<file path="src/rtl/freq_div_pkg.sv">
// Shared types and constants for the freq_div_sched clock-divider controller.
package freq_div_pkg;
  localparam int DEF_WIDTH = 8;
  localparam int DIV_STOP  = 0;

  typedef enum logic [1:0] {IDLE, PEND, APPLY} state_e;
endpackage

</file>
<file path="src/rtl/freq_div_rr_arb.sv">
// Two-way round-robin arbiter; the pointer moves only when a grant is taken.
module freq_div_rr_arb (
  input  logic       clk_i,
  input  logic       rst_i,
  input  logic [1:0] req_i,
  input  logic       en_i,
  input  logic       upd_i,
  output logic [1:0] gnt_o
);
  // ptr_q=1 gives requester 1 priority on a tie
  logic       ptr_q, ptr_d;
  logic [1:0] win;

  assign win[0] = req_i[0] & (~req_i[1] | ~ptr_q);
  assign win[1] = req_i[1] & (~req_i[0] |  ptr_q);
  assign gnt_o  = en_i ? win : 2'b00;
  assign ptr_d  = upd_i ? gnt_o[0] : ptr_q;

  always_ff @(posedge clk_i) begin
    if (rst_i) ptr_q <= 1'b0;
    else       ptr_q <= ptr_d;
  end
endmodule

</file>
<file path="src/rtl/freq_div_sched.sv">
// 50%-duty programmable divider with arbitrated, glitch-free ratio updates.
// Optional FREQ_DIV_SCHED_APPLY_NOW_EN adds apply_now to force an early apply.
module freq_div_sched
  import freq_div_pkg::*;
#(
  parameter int WIDTH     = DEF_WIDTH,
  parameter int RESET_DIV = 5
) (
  input  logic             clockin,
  input  logic             reset,
`ifdef FREQ_DIV_SCHED_APPLY_NOW_EN
  input  logic             apply_now,
`endif
  input  logic             req0,
  input  logic [WIDTH-1:0] div0,
  output logic             gnt0,
  input  logic             req1,
  input  logic [WIDTH-1:0] div1,
  output logic             gnt1,
  output logic             busy,
  output logic             done,
  output logic [WIDTH-1:0] cur_div,
  output logic             tick,
  output logic             clockout
);
  state_e           state_q, state_d;
  logic [WIDTH-1:0] cnt_q, cnt_d, cur_q, cur_d, pend_q, pend_d;
  logic             clk_q, clk_d;
  logic [1:0]       gnt;
  logic             xfer, running, at_fall, force_apply, apply;

  freq_div_rr_arb u_arb (
    .clk_i (clockin),
    .rst_i (reset),
    .req_i ({req1, req0}),
    .en_i  (state_q == IDLE),
    .upd_i (xfer),
    .gnt_o (gnt)
  );

`ifdef FREQ_DIV_SCHED_APPLY_NOW_EN
  assign force_apply = apply_now;
`else
  assign force_apply = 1'b0;
`endif

  assign xfer    = |gnt;
  assign running = (cur_q != WIDTH'(DIV_STOP));
  // a falling clockout edge is the only safe point to change the period
  assign at_fall = running & (cnt_q == '0) & clk_q;
  assign apply   = (state_q == PEND) & (~running | at_fall | force_apply);

  always_comb begin
    state_d = state_q;
    pend_d  = pend_q;
    cur_d   = cur_q;
    cnt_d   = cnt_q;
    clk_d   = clk_q;
    tick    = 1'b0;
    case (state_q)
      IDLE:    if (xfer) begin
                 state_d = PEND;
                 pend_d  = gnt[0] ? div0 : div1;
               end
      PEND:    if (apply) state_d = APPLY;
      APPLY:   state_d = IDLE;
      default: state_d = IDLE;
    endcase
    if (apply) begin
      cur_d = pend_q;
      clk_d = 1'b0;
      tick  = clk_q;
      cnt_d = (pend_q == WIDTH'(DIV_STOP)) ? '0 : pend_q - 1'b1;
    end else if (running) begin
      if (cnt_q == '0) begin
        cnt_d = cur_q - 1'b1;
        clk_d = ~clk_q;
        tick  = 1'b1;
      end else begin
        cnt_d = cnt_q - 1'b1;
      end
    end else begin
      cnt_d = '0;
      clk_d = 1'b0;
    end
  end

  always_ff @(posedge clockin) begin
    if (reset) begin
      state_q <= IDLE;
      cnt_q   <= '0;
      cur_q   <= WIDTH'(RESET_DIV);
      pend_q  <= '0;
      clk_q   <= 1'b0;
    end else begin
      state_q <= state_d;
      cnt_q   <= cnt_d;
      cur_q   <= cur_d;
      pend_q  <= pend_d;
      clk_q   <= clk_d;
    end
  end

  assign gnt0     = gnt[0];
  assign gnt1     = gnt[1];
  assign busy     = (state_q == PEND);
  assign done     = (state_q == APPLY);
  assign cur_div  = cur_q;
  assign clockout = clk_q;
endmodule

</file>
<file path="config.mk">
export PLATFORM = sky130hd
export DESIGN_NAME = freq_div_sched
export DESIGN_NICKNAME = d
export VERILOG_FILES = /design/src/rtl/freq_div_pkg.sv /design/src/rtl/freq_div_rr_arb.sv /design/src/rtl/freq_div_sched.sv
export SDC_FILE = /design/constraint.sdc
export NUM_CORES = 1
export LEC_CHECK = 0
export CAP_MARGIN = 20
export CORE_MARGIN = 2
export CORE_UTILIZATION = 35
export DETAILED_ROUTE_END_ITERATION = 8
export REMOVE_ABC_BUFFERS = 1
export SETUP_SLACK_MARGIN = 0.5
export SLEW_MARGIN = 20
export SYNTH_ARGS = -nofsm -noshare
export SYNTH_HDL_FRONTEND = slang
export SYNTH_SLANG_ARGS = --single-unit
</file>
<file path="constraint.sdc">
create_clock -name clockin -period 5.6 [get_ports clockin]
set_input_delay 1.12 -clock clockin [delete_from_list [all_inputs] [get_ports clockin]]
set_output_delay 1.12 -clock clockin [all_outputs]
set_load 0.01 [all_outputs]
</file>
Word-level counts from Yosys, hierarchy flattened
Cells that the tools add are included.

storage, ports and cells
  register bits = 28
  input bits = 20
  output and inout port bits = 14
  word-level logic and storage cells = 46

cells by class
  add/sub/neg operators = 3
  equality and inequality tests = 4
  multiplexer cells = 12
  bitwise logic cells = 13
  reduce and logical (&&, ||, !) cells = 8

operators by type and width
  kind                   count
  $mux W8                5
  $sub A8 B1 Y8 const B  3
  $logic_not A8 Y1       2
  $reduce_bool A8 Y1     1
  $mux W2                3
  $and A1 B1 Y1          5
  $not A1 Y1             5
  $pmux W2 S2            1
  $reduce_and A2 Y1      2
  $mux W1                3
  $or A1 B1 Y1           3
  $reduce_or A3 Y1       1
  $eq A2 B1 Y1 const B   1
  $eq A2 B2 Y1 const B   1
  $logic_not A2 Y1       1
  $ne A2 B1 Y1 const B   1
  $ne A2 B2 Y1 const B   1
  $reduce_or A2 Y1       1

Logic depth before layout (Yosys ltp)
Gate-level depths: netlist of run 1.

  depth after elaboration = 7
  mapped depth = 10
  mapped depth without buffers = 9

Modules after synthesis
A second synthesis of run 1 with hierarchy kept.

unflattened totals
  cell total of the unflattened synthesis = 175
  area, all modules = 1561.5 um^2

modules (own cells, without submodules)
  module           instances  cells an instance  area each (um^2)  seq. area each (um^2)
  freq_div_sched   1          166                1495.2            540.5
  freq_div_rr_arb  1          9                  66.3              20.0

Worst setup path before layout of run 1
No wires, ideal clock.

  kind = in2out
  start point = input port req1
  end point = output port gnt0
  data arrival time = 1798 ps
  data required time = 4480 ps
  setup slack = 2682 ps
  cell stages on the path = 4
  path buffers = 1
  path through = nand2_1 nand3_1 clkbuf_1 inv_1

between the ends
  cells in the longest elaborated chain, start to end = 4

RTL lines
  what           RTL line               text
  from (decl)    freq_div_sched.sv:17   input logic req1,
  $not A1 Y1     freq_div_rr_arb.sv:14  assign win[0] = req_i[0] & (~req_i[1] | ~ptr_q);
  $or A1 B1 Y1   freq_div_rr_arb.sv:14
  $and A1 B1 Y1  freq_div_rr_arb.sv:14
  $mux W2        freq_div_rr_arb.sv:16  assign gnt_o = en_i ? win : 2'b00;
  to (decl)      freq_div_sched.sv:16   output logic gnt0,

Every way passes these cells.

Final worst setup path of run 1
  start point = input port req0
  end point = output port gnt1

between the ends
  cells in the longest elaborated chain, start to end = 4

RTL lines
  what           RTL line               text
  from (decl)    freq_div_sched.sv:14   input logic req0,
  $not A1 Y1     freq_div_rr_arb.sv:15  assign win[1] = req_i[1] & (~req_i[0] | ptr_q);
  $or A1 B1 Y1   freq_div_rr_arb.sv:15
  $and A1 B1 Y1  freq_div_rr_arb.sv:15
  $mux W2        freq_div_rr_arb.sv:16
  to (decl)      freq_div_sched.sv:19   output logic gnt1,

Every way passes these cells.

==> results of run 1 <==
logic make-up (layout without fill, tap and decap cells):
kind of cell | Yosys count | in the layout | synth area share [%]
adders and majority gates | 2 | 2 | 1.67
muxes | 7 | 7 | 4.68
xor gates and xnor gates | 9 | 9 | 5.27
AOI/OAI and AO/OA | 39 | 39 | 20.7
DFF | 28 | 28 | 37.5
and+or+nand+nor | 83 | 83 | 27.2
buffers and inverters | 12 | 43 | 3.09
power by group through the flow:
stage	Clock [mW]	Sequential, mW	Combinational [mW]
floorplan	0	0.266	0.235
global placement	0	0.273	0.319
detailed placement	0	0.274	0.325
CTS	0.163	0.269	0.327
global route	0.173	0.275	0.363
finish	0.159	0.269	0.328
critical path: cells and delay by family:
kind	cells	cell delay (ps)
and+or+nand+nor	2	360
buffers and inverters	3	1350
synth_stat cells (2+ instances only):
| library cell | instances |
|---|---|
| o32ai_1 | 2 |
| dfxtp_1 | 28 |
| mux2i_1 | 7 |
| nor2b_1 | 2 |
| nor4_1 | 2 |
| a21oi_1 | 7 |
| or2_2 | 2 |
| or3_1 | 3 |
| ha_1 | 2 |
| a311oi_1 | 8 |
| nor3_1 | 7 |
| inv_1 | 5 |
| xnor2_1 | 6 |
| o21ai_2 | 2 |
| a211oi_1 | 2 |
| clkbuf_1 | 5 |
| nand2_1 | 26 |
| o211ai_1 | 2 |
| xor2_1 | 3 |
| nor2_1 | 26 |
| and3_1 | 2 |
| o22ai_2 | 3 |
| o21ai_0 | 2 |
| nand3_1 | 4 |
routing by layer:
metal | part of all wire [%] | wire length, µm
met2 | 48 | 1680
met4 | 1.1 | 38
met5 | 0 | 0
met1 | 47 | 1640
met3 | 4.5 | 159
metrics by stage:
| step | setup WS [ps] | cells | cell area [µm²] | power [mW] |
|---|---|---|---|---|
| after detailed placement | 1670 | 257 | 1870 | 0.599 |
| after CTS | 1660 | 261 | 1940 | 0.760 |
| final | 1650 | 261 | 1940 | 0.756 |
| after floorplan | 2750 | 174 | 1470 | 0.501 |
| after global routing | 1530 | 261 | 1940 | 0.812 |
| after global placement | 1720 | 257 | 1870 | 0.592 |
worst max-delay path by stage:
stage | start | to | slack [ps]
2_1_floorplan | req1 | gnt0 | 2750
3_3_place_gp | req0 | gnt1 | 1720
3_5_place_dp | req0 | gnt1 | 1670
4_1_cts | req0 | gnt1 | 1660
5_1_grt | req1 | gnt0 | 1530
6_report | req0 | gnt1 | 1650
layout make-up:
class	count	area share, %
clock buffer	3	2.13
clock inverter	1	1.55
timing repair buffer	33	17.1
inverter	6	1.16
sequential	28	28.9
multi-input combinational	140	45.9
tap	50	3.23
sequential cells by signal (all words and copies together) (netlist names):
signal	flops
pend_q	8
cnt_q	8
clockout	1
u_arb.ptr_q	1
state_q	2
cur_div	8
cells in the final DEF, fill, tap and decap left out, drive strengths merged, types with 3 or more instances in the layout:
cell type | netlist | final
xnor2 | 6 | 6
nor2 | 26 | 26
dfxtp | 28 | 28
or3 | 4 | 4
nor3 | 7 | 7
a21oi | 7 | 7
clkdlybuf4s50 | 0 | 33
inv | 5 | 5
o21ai | 4 | 4
clkbuf | 5 | 3
nor4 | 3 | 3
mux2i | 7 | 7
a311oi | 8 | 8
o22ai | 3 | 3
nand3 | 4 | 4
nand2 | 26 | 26
xor2 | 3 | 3
==> metrics.cfg, run 1 <==
[outcome]
status = complete, no violations

[timing]
hold_slack_ps = 475
rsz0062_at_grt = no
clock_skew_ps = 7.71
slew_viol_final = 0
slew_headroom_pct = 43.9
worst_pin_slew_ps = 839
min_period_over_period_pct = 70.5
tns_ps = 0
hold_viol = 0
setup_viol = 0
period_minus_slack_ps = 3950
fmaxAchievable_mhz = 253

[power_and_ir_drop]
switchingPower_uw = 270
p_int_uw = 486
switching_share_pct = 35.8
ir_drop_v = 0.000118
power_density_mw_per_mm2 = 390
pwr-share-comb_pct = 43.4
power.leakage_nw = 0.738
pwr-share-clk_pct = 21.0
power.share.sequential_pct = 35.6

[finish]
ff_latch_area_um2 = 561
final_core_util_pct = 47.7
fin_nets = 234
drive_gt1_share_pct = 7.11
area_delta_synth_final_pct = 29.4
diodes = 0
fillers = 386
multi_input_area_um2 = 890

[yosys]
synth_warnings = 0
synth_area_leaders = dfxtp_1 37%, nand2_1 6.5%, nor2_1 6.5%
ys_seq_elements = 28
synthCells = 180
synth_edf_count = 0
yosys.area.top_type = dfxtp_1
avgSynthCellArea_um2 = 8.31
netlist_area_mm2 = 0.00150
synth.distinct_cells = 46
yosysTopAreaCellShare_pct = 37.5
synth_seq_area_share_pct = 37.5
synthArstFlopShare_pct = 0
synth_flop_cell = dfxtp_1

[detailed_routing]
drc = 0
viasPerCell = 5.35
totalWireLength_um = 3520
wire_per_inst_um = 13.5
dr.pass1.iters = 4
dr.first_iter.drc_count = 110
ant_nets = 0
vias = 1396

[clock_network]
cts-root-buf = clkbuf_8
h-tree-depth = 1
cts.path.max_buffers = 2
clkSinkCount = 28
cts_made_buffers = 3
clock_insertion_delay_worst_skew_ps = 280
ctsResizeCount = 0
cts_setup_buffers = 0
postCtsHoldBufs = 0
clk_pin_slew_ps = 100
cts_tree = yes

[worst_setup_path]
cp-end-kind = primary output
worstRegToRegCells = 9
worst_setup_path_start_kind = primary input
reg2reg_from = cnt_q[5]$_SDFF_PP0_
worstSetupPathType = primary input to primary output
arrival_ps = 2830
worstPathRequired_ps = 4480
ff2ff_setup_slack_ps = 2760
reg2reg_to = cnt_q[6]$_SDFF_PP0_
worst_path_most_repeated_cell = clkdlybuf4s50_1
path_cells = clkdlybuf4s50_1 > nand2b_1 > nand3_1 > clkinv_1 > clkdlybuf4s50_1
cp_max_fo = 11
max_stage_delay_ps = 560
cp_slowest_cell = clkdlybuf4s50_1

[floorplanning]
die_y_um = 69.4
initial_core_util_pct = 36.9
core.rowCount = 23
dieArea_mm2 = 0.00481
core_area_mm2 = 0.00406
ios = 34
fp.dieW_um = 69.4

[global_route]
grt_max_degree = 24
grt_pass1_wl_um = 6200
track_usage_pct = 15.6
top_usage_layer = met2
met1_usage_pct = 20.7
grt_antenna_before_repair = 0
gr-total-overflow = 0
use_met2_pct = 25.4
grt_pass1_vias = 1348
met3_usage_pct = 3.05

[place]
dp_hpwl_um = 2750
numPortBuffers = 33
place.gp.congestion = 0.788

[hold_path]
hp-start = u_arb.ptr_q$_SDFFE_PP0P_
hold_class = flop to flop
worst_hold_path.num_cells = 2
hold_end = u_arb.ptr_q$_SDFFE_PP0P_

[run]
max_cap_violations = 0

Power figures use the tool's default switching activity.
==> run 2, diff against run 1 <==
clock period = 4.1 ns   (was 5.6 ns; I/O delays follow)
==> run 2 against run 1 <==
  * Count of clock-buffer cells in the layout unchanged
  * Die area unchanged
  * Core utilization down 0.18 points
  * Sequential cell count did not move
  * Total power grew 29%
  * Clock skew fell by 5.4 ps
  * Via count up 1.2%
  * Routed wire length increased by 3.8%
  * Final cell count increased by 0.77%
  * Largest cell class unchanged
  * Largest power group unchanged
==> metrics.cfg, run 2 (synthesis gave the netlist of run 1 again) <==
[global_route]
top_usage_layer = met2
grt_antenna_before_repair = 0
grt_pass1_vias = 1330
grt_pass1_wl_um = 6130
met3_usage_pct = 2.18
grt_max_degree = 20
met1_usage_pct = 19.6
use_met2_pct = 26.2
track_usage_pct = 15.5
gr-total-overflow = 0

[clock_network]
clock_insertion_delay_worst_skew_ps = 280
postCtsHoldBufs = 0
clk_pin_slew_ps = 90
ctsResizeCount = 0
clkSinkCount = 28
cts-root-buf = clkbuf_8
h-tree-depth = 1
cts.path.max_buffers = 2
cts_made_buffers = 3
cts_tree = yes
cts_setup_buffers = 0

[worst_setup_path]
cp-end-kind = primary output
path_cells = or4_4 > nor4_4 > nand3_1 > o21ai_0 > clkdlybuf4s50_1
critical_path.top_delay_family = simple AND/OR/NAND/NOR gates
max_stage_delay_ps = 590
arrival_ps = 2460
critPathBufInv = 1
worstSetupPathType = flop to primary output
worst_setup_path_start_kind = flop
cp_slowest_cell = or4_4
worstPathRequired_ps = 3280
cp_max_fo = 8

[timing]
slew_headroom_pct = 53.8
rsz0062_at_grt = no
hold_slack_ps = 487
worst_pin_slew_ps = 694
slew_viol_final = 0
clock_skew_ps = 2.34
setup_viol = 0
hold_viol = 0
fmaxAchievable_mhz = 305
min_period_over_period_pct = 79.9
period_minus_slack_ps = 3280
tns_ps = 0

[place]
dp_hpwl_um = 2850
dp.cells = 260
place.gp.congestion = 0.786
numPortBuffers = 33

[floorplanning]
ios = 34
initial_core_util_pct = 36.9
core.rowCount = 23
dieArea_mm2 = 0.00481
die_y_um = 69.4
core_area_mm2 = 0.00406
fp.dieW_um = 69.4

[finish]
final_core_util_pct = 47.5
final_common_cell = clkdlybuf4s50_1
fin_nets = 237
drive_gt1_share_pct = 7.98
fin_cells = 263
area_delta_synth_final_pct = 28.9
diodes = 0
most-common-layout-cells = 33 x clkdlybuf4s50_1, 28 x dfxtp_1, 26 x nand2_1, 26 x nor2_1, 8 x a311oi_1

[power_and_ir_drop]
power.leakage_nw = 0.737
power_density_mw_per_mm2 = 507
ir_drop_v = 0.000161
total_power_uw = 978

[outcome]
status = complete, no violations

[detailed_routing]
viasPerCell = 5.37
dr.first_iter.drc_count = 114
ant_nets = 0
wire_per_inst_um = 13.9
vias = 1413
drc = 0
dr.pass1.iters = 4
totalWireLength_um = 3650

[hold_path]
hold_class = flop to flop

[run]
max_cap_violations = 0

-- run 2: per-layer routing --
| metal | wire [µm] | share of wire [%] |
|---|---|---|
| met3 | 177 | 4.8 |
| met5 | 0 | 0 |
| met2 | 1720 | 47 |
| met1 | 1690 | 46 |
| met4 | 70 | 1.9 |
-- run 2: cell type report --
cell class	instances	area (µm²)
timing repair buffer	36	353
multi-input combinational	140	890
clock buffer	3	41.3
fill	386	2130
tap	50	62.6
sequential	28	561
inverter	6	22.5
-- run 2: report_power, final --
part / leakage (nW) / internal [mW] / total, mW / switching (mW)
logic: 0.486 / 0.217 / 0.457 / 0.240
clock network: 0.0216 / 0.0662 / 0.152 / 0.0858
registers: 0.230 / 0.318 / 0.369 / 0.0505
total: 0.737 / 0.602 / 0.978 / 0.377
-- run 2: metrics by stage --
| step | worst slack [ps] | area (µm²) |
|---|---|---|
| 6_report | 824 | 1930 |
| 5_1_grt | 731 | 1930 |
| 4_1_cts | 809 | 1930 |
| 3_5_place_dp | 929 | 1890 |
| 3_3_place_gp | 959 | 1890 |
| 2_1_floorplan | 1610 | 1470 |
-- run 2: worst register-to-register path: cells and delay by family, from the launching register on --
kind	cells	cell delay, ps
AO/OA/AOI/OAI	4	840
flip-flops	1	420
adder cells (fa/ha/maj)	1	220
AND/OR/NAND/NOR	4	1320
-- run 2: worst paths after layout --
kind,from,cells after the start,to,slack [ps]
max,cur_div[2]$_SDFFE_PP1P_,5,tick,820
min,u_arb.ptr_q$_SDFFE_PP0P_,2,u_arb.ptr_q$_SDFFE_PP0P_,490
max reg2reg,cnt_q[5]$_SDFF_PP0_,9,cnt_q[6]$_SDFF_PP0_,1200
min reg2reg,u_arb.ptr_q$_SDFFE_PP0P_,2,u_arb.ptr_q$_SDFFE_PP0P_,490
